$ cat src/rtl/sseg_demux_capture.sv
// sseg_demux_capture
//   Recovers the four digit values shown on a multiplexed, active-low
//   7-segment display by sampling its digit-select and segment lines.
//   A capture happens once per settled dwell of {an,seg}. A legal digit
//   select with a known pattern updates that position. An illegal select
//   or an unknown pattern pulses err. A blank select (an = 1111) is ignored.
//
// Ports
//   clk          sole clock, rising edge
//   reset        asynchronous, active-high
//   an[3:0]      active-low digit select (asynchronous to clk)
//   seg[7:0]     active-low segments, bit7 = dp, bits6:0 = g..a (asynchronous)
//   hex0..hex3   last captured value per display position
//   digit_valid  bit N set once hexN has been captured since reset
//   frame_tick   one-cycle pulse once all four positions have been captured
//   err          one-cycle pulse on a settled illegal select or pattern
module sseg_demux_capture #(
    parameter int unsigned SETTLE_CYCLES = 4
) (
    input  logic       clk,
    input  logic       reset,
    input  logic [3:0] an,
    input  logic [7:0] seg,
    output logic [3:0] hex0,
    output logic [3:0] hex1,
    output logic [3:0] hex2,
    output logic [3:0] hex3,
    output logic [3:0] digit_valid,
    output logic       frame_tick,
    output logic       err
);

    typedef enum logic [1:0] {S_WAIT, S_SETTLE, S_DONE} state_t;

    localparam logic [7:0] SC = 8'(SETTLE_CYCLES);

    // Returns {known, value}; the decimal point is not part of the digit.
    function automatic logic [4:0] seg_decode(input logic [6:0] p);
        logic [4:0] r;
        case (p)
            7'h40:   r = {1'b1, 4'h0};
            7'h79:   r = {1'b1, 4'h1};
            7'h24:   r = {1'b1, 4'h2};
            7'h30:   r = {1'b1, 4'h3};
            7'h19:   r = {1'b1, 4'h4};
            7'h12:   r = {1'b1, 4'h5};
            7'h02:   r = {1'b1, 4'h6};
            7'h78:   r = {1'b1, 4'h7};
            7'h00:   r = {1'b1, 4'h8};
            7'h10:   r = {1'b1, 4'h9};
            7'h0E:   r = {1'b1, 4'hF};
            default: r = {1'b0, 4'h0};
        endcase
        return r;
    endfunction

    logic [3:0]       an_s1_q, an_s2_q;
    logic [7:0]       seg_s1_q, seg_s2_q;
    logic [2:0]       fill_q;
    logic [11:0]      prev_q;
    logic [7:0]       cnt_q, cnt_d;
    state_t           state_q, state_d;
    logic [3:0][3:0]  hex_q, hex_d;
    logic [3:0]       dv_q, dv_d;
    logic [3:0]       seen_q, seen_d;
    logic             tick_q, tick_d;
    logic             err_q, err_d;

    logic [11:0]      samp;
    logic             change;
    logic             capture;
    logic [4:0]       dec;
    logic             an_ok;
    logic             an_idle;
    logic [1:0]       pos;

    assign samp = {an_s2_q, seg_s2_q};

    // fill_q marks when the synchronizer and prev_q hold post-reset samples,
    // so the first value seen after reset is not treated as a fresh change.
    // That drops any dwell interrupted by reset until the inputs move again.
    assign change = fill_q[2] && (samp != prev_q);

    always_ff @(posedge clk or posedge reset) begin
        if (reset) begin
            an_s1_q  <= '0;
            an_s2_q  <= '0;
            seg_s1_q <= '0;
            seg_s2_q <= '0;
            fill_q   <= '0;
            prev_q   <= '0;
            cnt_q    <= '0;
            state_q  <= S_WAIT;
            hex_q    <= '0;
            dv_q     <= '0;
            seen_q   <= '0;
            tick_q   <= 1'b0;
            err_q    <= 1'b0;
        end else begin
            an_s1_q  <= an;
            an_s2_q  <= an_s1_q;
            seg_s1_q <= seg;
            seg_s2_q <= seg_s1_q;
            fill_q   <= {fill_q[1:0], 1'b1};
            prev_q   <= samp;
            cnt_q    <= cnt_d;
            state_q  <= state_d;
            hex_q    <= hex_d;
            dv_q     <= dv_d;
            seen_q   <= seen_d;
            tick_q   <= tick_d;
            err_q    <= err_d;
        end
    end

    always_comb begin
        cnt_d = cnt_q;
        if (change) begin
            cnt_d = 8'd1;
        end else if (cnt_q < SC) begin
            cnt_d = cnt_q + 8'd1;
        end
    end

    // A change always wins over a capture due on the same edge. With
    // SETTLE_CYCLES = 1 the change itself completes the dwell.
    always_comb begin
        state_d = state_q;
        capture = 1'b0;
        if (change) begin
            if (SC == 8'd1) begin
                state_d = S_DONE;
                capture = 1'b1;
            end else begin
                state_d = S_SETTLE;
            end
        end else if (state_q == S_SETTLE && cnt_d == SC) begin
            state_d = S_DONE;
            capture = 1'b1;
        end
    end

    always_comb begin
        an_ok   = 1'b1;
        an_idle = 1'b0;
        pos     = 2'd0;
        case (an_s2_q)
            4'b1110: pos = 2'd0;
            4'b1101: pos = 2'd1;
            4'b1011: pos = 2'd2;
            4'b0111: pos = 2'd3;
            4'b1111: an_idle = 1'b1;
            default: an_ok = 1'b0;
        endcase
    end

    assign dec = seg_decode(seg_s2_q[6:0]);

    // frame_tick follows the edge on which the mask fills; the mask clears
    // on the tick edge but still accepts a capture landing on that edge.
    always_comb begin
        hex_d  = hex_q;
        dv_d   = dv_q;
        err_d  = 1'b0;
        tick_d = (seen_q == 4'hF);
        seen_d = tick_d ? '0 : seen_q;
        if (capture && !an_idle) begin
            if (an_ok && dec[4]) begin
                hex_d[pos]  = dec[3:0];
                dv_d[pos]   = 1'b1;
                seen_d[pos] = 1'b1;
            end else begin
                err_d = 1'b1;
            end
        end
    end

    assign hex0        = hex_q[0];
    assign hex1        = hex_q[1];
    assign hex2        = hex_q[2];
    assign hex3        = hex_q[3];
    assign digit_valid = dv_q;
    assign frame_tick  = tick_q;
    assign err         = err_q;

endmodule

$ cat config.mk
export PLATFORM = sky130hd
export DESIGN_NAME = sseg_demux_capture
export DESIGN_NICKNAME = d
export VERILOG_FILES = /design/src/rtl/sseg_demux_capture.sv
export SDC_FILE = /design/constraint.sdc
export NUM_CORES = 1
export LEC_CHECK = 0
export ABC_AREA = 1
export ABC_CLOCK_PERIOD_IN_PS = 3100
export CAP_MARGIN = 25
export CELL_PAD_IN_SITES_DETAIL_PLACEMENT = 1
export CELL_PAD_IN_SITES_GLOBAL_PLACEMENT = 1
export CORE_MARGIN = 2
export CORE_UTILIZATION = 42
export CTS_CLUSTER_DIAMETER = 60
export CTS_CLUSTER_SIZE = 16
export DETAILED_ROUTE_END_ITERATION = 10
export GPL_TIMING_DRIVEN = 0
export PLACE_DENSITY_LB_ADDON = 0.2
export SYNTH_ARGS = -nofsm -noshare
export SYNTH_HDL_FRONTEND = slang
export SYNTH_SLANG_ARGS = --single-unit
$ cat constraint.sdc
create_clock -name clk -period 3.1 [get_ports clk]
set_input_delay 0.31 -clock clk [delete_from_list [all_inputs] [get_ports clk]]
set_output_delay 0.31 -clock clk [all_outputs]
set_load 0.01 [all_outputs]
==> results of run 1 <==
==> sequential cells by signal, indices dropped and copies added, names as in the netlist <==
name         count
an_s1_q          4
an_s2_q          4
cnt_q            8
digit_valid      4
err              1
fill_q           3
frame_tick       1
hex0             4
hex1             4
hex2             4
hex3             4
prev_q          12
seen_q           4
seg_s1_q         8
seg_s2_q         8
state_q          2
==> worst max path at each step <==
stage | start | end | slack, ns | cells past startpoint
after CTS | seg_s2_q[0]$_DFF_PP0_ | hex1[0]$_DFFE_PP0P_ | 0.74 | 15
after floorplan | reset | an_s1_q[0]$_DFF_PP0_ | 0.88 | 1
after global routing | seg_s2_q[0]$_DFF_PP0_ | hex1[0]$_DFFE_PP0P_ | 0.50 | 15
after global placement | reset | frame_tick$_DFF_PP0_ | -0.28 | 2
final | seg_s2_q[0]$_DFF_PP0_ | hex1[0]$_DFFE_PP0P_ | 0.78 | 15
after detailed placement | seg_s2_q[0]$_DFF_PP0_ | hex1[0]$_DFFE_PP0P_ | 0.76 | 15
==> metal layers <==
| layer | routed length [um] | part of all wire, % |
|---|---|---|
| met5 | 0 | 0 |
| met4 | 98 | 1.6 |
| met3 | 147 | 2.3 |
| met2 | 3260 | 52 |
| met1 | 2800 | 44 |
==> area by class of cell <==
class	instances	area [um^2]	area share (%)
tap	96	120	3.32
sequential	75	1880	51.9
clock inverter	5	78.8	2.18
inverter	40	153	4.22
timing repair buffer	35	350	9.70
clock buffer	10	128	3.53
multi-input combinational	183	880	24.3
buffer	3	27.5	0.762
==> metrics by stage <==
stage	instance area [um^2]	setup TNS [ns]
5_1_grt	3610	0
4_1_cts	3610	0
2_1_floorplan	2930	0
6_report	3610	0
3_3_place_gp	3400	-20.79
3_5_place_dp	3410	0
==> cells in the mapped netlist <==
| cell type | instances |
|---|---|
| inv_2 | 6 |
| nor2_2 | 2 |
| nor4_2 | 1 |
| nand4_1 | 8 |
| a21oi_1 | 3 |
| nand2_2 | 1 |
| xor2_1 | 1 |
| buf_2 | 1 |
| inv_1 | 34 |
| nor3_1 | 4 |
| o21ai_1 | 2 |
| ha_1 | 1 |
| buf_6 | 2 |
| nand3_2 | 1 |
| nor4_1 | 5 |
| a2111o_1 | 1 |
| nand2_1 | 91 |
| a21boi_0 | 1 |
| nand3_1 | 28 |
| o21ai_0 | 5 |
| conb_1 | 1 |
| nand4_2 | 1 |
| o41ai_1 | 1 |
| nor2_4 | 1 |
| xnor2_1 | 4 |
| nor2_1 | 17 |
| dfrtp_1 | 75 |
| nor3_2 | 3 |
==> cells in the final DEF, fill, tap and decap left out, types with 2 or more instances in the layout <==
cell,instances
a21oi_1,3
buf_6,2
bufinv_16,2
clkbuf_8,9
clkdlybuf4s50_1,35
clkinv_2,2
dfrtp_1,75
inv_1,33
inv_2,6
nand2_1,91
nand3_1,28
nand4_1,8
nor2_1,17
nor2_2,2
nor3_1,4
nor3_2,3
nor4_1,5
o21ai_0,5
o21ai_1,2
xnor2_1,4
==> power breakdown <==
part	switching, W	leakage [nW]	total [W]	internal (W)
sequential	0.0000341	0.947	0.00107	0.00104
combinational	0.000163	0.771	0.000258	0.0000958
clock	0.000342	0.106	0.000790	0.000448
==> kinds of logic after synthesis <==
group | synth area share, %
DFF | 64.0
adders and majority gates | 0.426
buffers and inverters | 6.06
other | 0.128
AOI/OAI and AO/OA | 2.64
and+or+nand+nor | 25.3
xor gates and xnor gates | 1.49
==> results.md, run 1 <==
- Via count: 2175
- Largest net degree at the start of global routing: 76
- Worst hold path cell count: 0
- Hold Vio Cnt, Final: 0
- WHS: 0.351 ns
- Post-cts resize count: 0
- Final min period: 2.32 ns
- Reg2Reg Setup Slack: 0.78 ns
- Met1 track demand over resource: 22.9%
- Die area: 7670 um^2
- Number of cells on the worst reg-to-reg path: 15
- FP Rows: 30
- Hold Path End: seg_s2_q[1]$_DFF_PP0_
- CTS clk-pin slew, worst paths: 0.08 ns
- Leakage power: 1.82 nW
- RSZ-0062 raised after global routing: false
- Gr ovfl total: 0
- Status: finished, final reports clean
- Layout cell share with drive strength beyond 1: 9.69%
- Final Skew: 0.00735 ns
- Synth Cell Area: 2930 um^2
- Clock tree sinks: 75
- Clk Latency, worst-skew pair: 0.34 ns
- Crit path max-delay family: simple AND/OR/NAND/NOR gates
- Pins Over Slew Limit: 0
- Vias in the first global route: 2327
- Worst path most repeated cell: nand2_1
- Setup bufs post-CTS: 0
- CORE AREA: 6790 um^2
- Via-per-instance ratio: 4.87
- First-pass GRT wire length: 10800 um
- Crit path buffers/inverters: 2
- Dpl cells: 432
- Met3 Use GR: 3.86%
- Netlist cell types: 28
- Initial antenna violation count: 0
- Area leader, netlist: dfrtp_1
- Post-route DRC: 0
- Critical path's slowest cell: dfrtp_1
- Syn_nets: 316
- WS Path Type: flip-flop to flip-flop
- Synth top area share: 64.0%
- RD Place Congestion: 0.754
- Antenna violation net count after detailed routing: 0
- Layout Area Growth over Synthesis: 23.2%
- Pwr Density: 586 nW/um^2
- # diodes: 0
- Max-Cap Viols: 0
- Fmax: 431 MHz
- VDD IR max: 0.000325 V
- CTS root buffer: clkbuf_8
- Die height: 87.6 um
- Data required, critical path: 3.33 ns
- Routing usage on met2: 31.6%
- Total Power: 0.00212 W
- Initial Util: 43.2%
- Worst-margin pin slew: 0.884 ns
- Worst path arrival time: 2.55 ns
- Gr busiest metal: met2
- Number of synthesized register bits: 75
- Yosys Warn Count: 0
- Routed WL: 6310 um
- Setup-failing EPs final: 0
- Fin util: 53.2%
- Reg2reg end: hex1[0]$_DFFE_PP0P_
- Gate Count Post-Synth: 301
- # hold bufs at CTS: 0
- Worst Setup Slack, final: 0.778 ns
- CTS HTree Levels: 3
- Io pins: 36
- Cell Chain, Critical Path: inv_1, nand2_1, nand2_1, nand2_1, nor2_1, nand3_1, nand2_2, buf_6, nand3_2, nor2_2, nand3_1, nor2_2, nand3_1, nand2_1, nand2_1
- TritonRoute pass-1 iters: 4
- Clock tree buffer depth: 2
- Syn Area/Cell: 9.75 um^2
- Post-route clock period utilization: 74.9%
- Critical path fanouts, max: 10
- Worst hold start: seg_s1_q[1]$_DFF_PP0_
- Crit Reg-Reg Startpoint: seg_s2_q[0]$_DFF_PP0_
- Crit path largest cell delay: 0.44 ns
- CTS tree: built
- # fillers: 775
- Pre-CTS WS: 0.755 ns
- Final Non-Filler Cells: 447
- WL/cell: 14.1 um
- Tot GR Track Use: 18.5%
- I/O Buffers: 35
- Die width: 87.6 um
- HP Class: flip-flop to flip-flop
- Seq/Total Area, Yosys: 64.0%
- CTS buffer count: 9
- Ranking of synthesized cells by area: dfrtp_1 (64%), nand2_1 (12%), nand3_1 (4.8%)
- DP HPWL: 4550 um
- Startpoint Class: flip-flop
- Final nets: 362
- DR iter-0 viols: 64
- CP Capture Type: flip-flop
- Relative slew slack: 41.1%
No activity file was read; power rests on OpenSTA's default activity.
==> inputs of run 2 (changes only) <==
- ABC_CLOCK_PERIOD_IN_PS: 3100 -> 2400
- clock period: 3.1 -> 2.4 ns (I/O delays scaled with it)
==> results.md, run 2 (same netlist as run 1, synthesis figures left out) <==
- FP Rows: 30 (unchanged)
- Max-Cap Viols: 0 (unchanged)
- CP Capture Type: flip-flop
- Antenna violation net count after detailed routing: 0 (unchanged)
- Pre-CTS WS: 0.0553 ns (-0.700 ns)
- Clock tree sinks: 75 (unchanged)
- Status: finished, final reports clean
- Fmax: 455 MHz (+5.6%)
- Initial antenna violation count: 0 (unchanged)
- CORE AREA: 6790 um^2 (unchanged)
- Max reg flops: 12 (unchanged)
- Via count: 2208 (+1.5%)
- CTS tree: built
- Die width: 87.6 um (unchanged)
- Hold Vio Cnt, Final: 0 (unchanged)
- # diodes: 0 (unchanged)
- Routed WL: 6490 um (+2.9%)
- Post-route clock period utilization: 91.6% (+17 points)
- Setup-failing EPs final: 0 (unchanged)
- WL/cell: 14.4 um (+2.3%)
- First-pass GRT wire length: 10800 um (unchanged)
- I/O Buffers: 35 (unchanged)
- DP HPWL: 4550 um (unchanged)
- Pwr Density: 743 nW/um^2 (+27%)
- Post-route DRC: 0 (unchanged)
- Data required, critical path: 2.63 ns (-0.70 ns)
- Largest net degree at the start of global routing: 76 (unchanged)
- Final Skew: 0.00641 ns (-0.000940 ns)
- CTS buffer count: 9 (unchanged)
- Clk Latency, worst-skew pair: 0.34 ns (about the same)
- Leakage power: 1.85 nW (+1.3%)
- Clock tree buffer depth: 2 (unchanged)
- Final min period: 2.20 ns (-0.123 ns)
- Startpoint Class: flip-flop
- WS Path Type: flip-flop to flip-flop
- CTS HTree Levels: 3 (unchanged)
- HP Class: input pin to flip-flop
- Gr ovfl total: 0 (unchanged)
- CTS clk-pin slew, worst paths: 0.07 ns (about the same)
- Io pins: 36 (unchanged)
- Relative slew slack: 40.7% (-0.41 points)
- Final nets: 365 (+0.83%)
- CTS root buffer: clkbuf_8
- Layout Area Growth over Synthesis: 26.7%
- Tot GR Track Use: 18.5% (unchanged)
- Die area: 7670 um^2 (unchanged)
- Layout cell share with drive strength beyond 1: 13.0% (+3.3 points)
- Final Non-Filler Cells: 450 (+0.67%)
- Worst Setup Slack, final: 0.201 ns (-0.577 ns)
- Die height: 87.6 um (unchanged)
- Worst path arrival time: 2.43 ns (-0.12 ns)
- Worst-margin pin slew: 0.890 ns (+0.00621 ns)
- Most frequent cells in the layout: nand2_1 (91), dfrtp_1 (74), clkdlybuf4s50_1 (35), inv_1 (33), nand3_1 (22)
- Pins Over Slew Limit: 0 (unchanged)
- Dpl cells: 432 (unchanged)
- TritonRoute pass-1 iters: 4 (unchanged)
- Most common cell after layout, fill and taps aside: nand2_1
- Critical path fanouts, max: 10 (unchanged)
- Initial Util: 43.2% (unchanged)
- Reg with most FFs: prev_q
- WHS: 0.334 ns (-0.0162 ns)
- DR iter-0 viols: 56 (-13%)
- Vias in the first global route: 2327 (unchanged)
- VDD IR max: 0.000421 V (+30%)
- Via-per-instance ratio: 4.91 (+0.84%)
- RD Place Congestion: 0.754 (unchanged)
## run 2: changes by cell type in the layout (fill, tap and decap cells not counted), sizes merged
cell | before | now
buf | 3 | 6
## run 2: what timing repair did
action | 4_1_cts | 5_1_grt
gates resized for setup | 0 | 16
endpoints found under the setup margin | 0 | 16
buffers inserted | 0 | 3
hold buffers | 0 | 0
## run 2: path summary, 6_finish.rpt
kind                                  startpoint                     to  slack, ns  depth (start not counted)
max                        seg_s2_q[0]$_DFF_PP0_    hex0[1]$_DFFE_PP0P_       0.20                         15
min                                       seg[3]  seg_s1_q[3]$_DFF_PP0_       0.33                          1
max reg2reg                seg_s2_q[0]$_DFF_PP0_    hex0[1]$_DFFE_PP0P_       0.20                         15
min reg2reg                seg_s1_q[1]$_DFF_PP0_  seg_s2_q[1]$_DFF_PP0_       0.35                          0
max in group asynchronous                  reset  seg_s2_q[0]$_DFF_PP0_       1.34                          2
min in group asynchronous                  reset  seg_s2_q[3]$_DFF_PP0_       0.45                          2
## run 2: per-stage QoR
step	total power [W]	area, um^2	setup TNS [ns]	util, %
3_5_place_dp	0.00174	3410	0	50.1
4_1_cts	0.00277	3610	0	53.2
3_3_place_gp	0.00172	3400	-68.04	50.1
6_report	0.00276	3720	0	54.7
2_1_floorplan	0.00163	2930	0	-
5_1_grt	0.00291	3720	-0.0890	54.7
## run 2: per-layer routing
layer | GRT usage [%] | part of all wire [%]
met1 | 22.9 | 43
met5 | 0 | 0
met2 | 31.6 | 53
met4 | 7.55 | 1.7
met3 | 3.86 | 2.3
## run 2: layout make-up
class                      count  area (um^2)
fill                         765         3080
sequential                    75         1880
multi-input combinational    183          958
timing repair buffer          38          373
inverter                      40          153
clock buffer                  10          128
tap                           96          120
clock inverter                 5         78.8
buffer                         3         27.5
## run 2: report_power, final
group          internal [W]  switching (W)
logic              0.000128       0.000227
registers           0.00134      0.0000445
clock network      0.000578       0.000444
## run 2: worst max-delay path, stage by stage, from the launching register on
cell and delay [ns]:
dfrtp_2 0.44, inv_1 0.11, nand2_1 0.06, nand2_1 0.06, nand2_1 0.07, nor2_2 0.14
nand3_2 0.11, nand2_2 0.09, buf_6 0.13, nand3_2 0.08, nor2_4 0.12, nand3_2 0.12
nor2_4 0.26, nand3_4 0.12, nand2_1 0.11, nand2_1 0.06
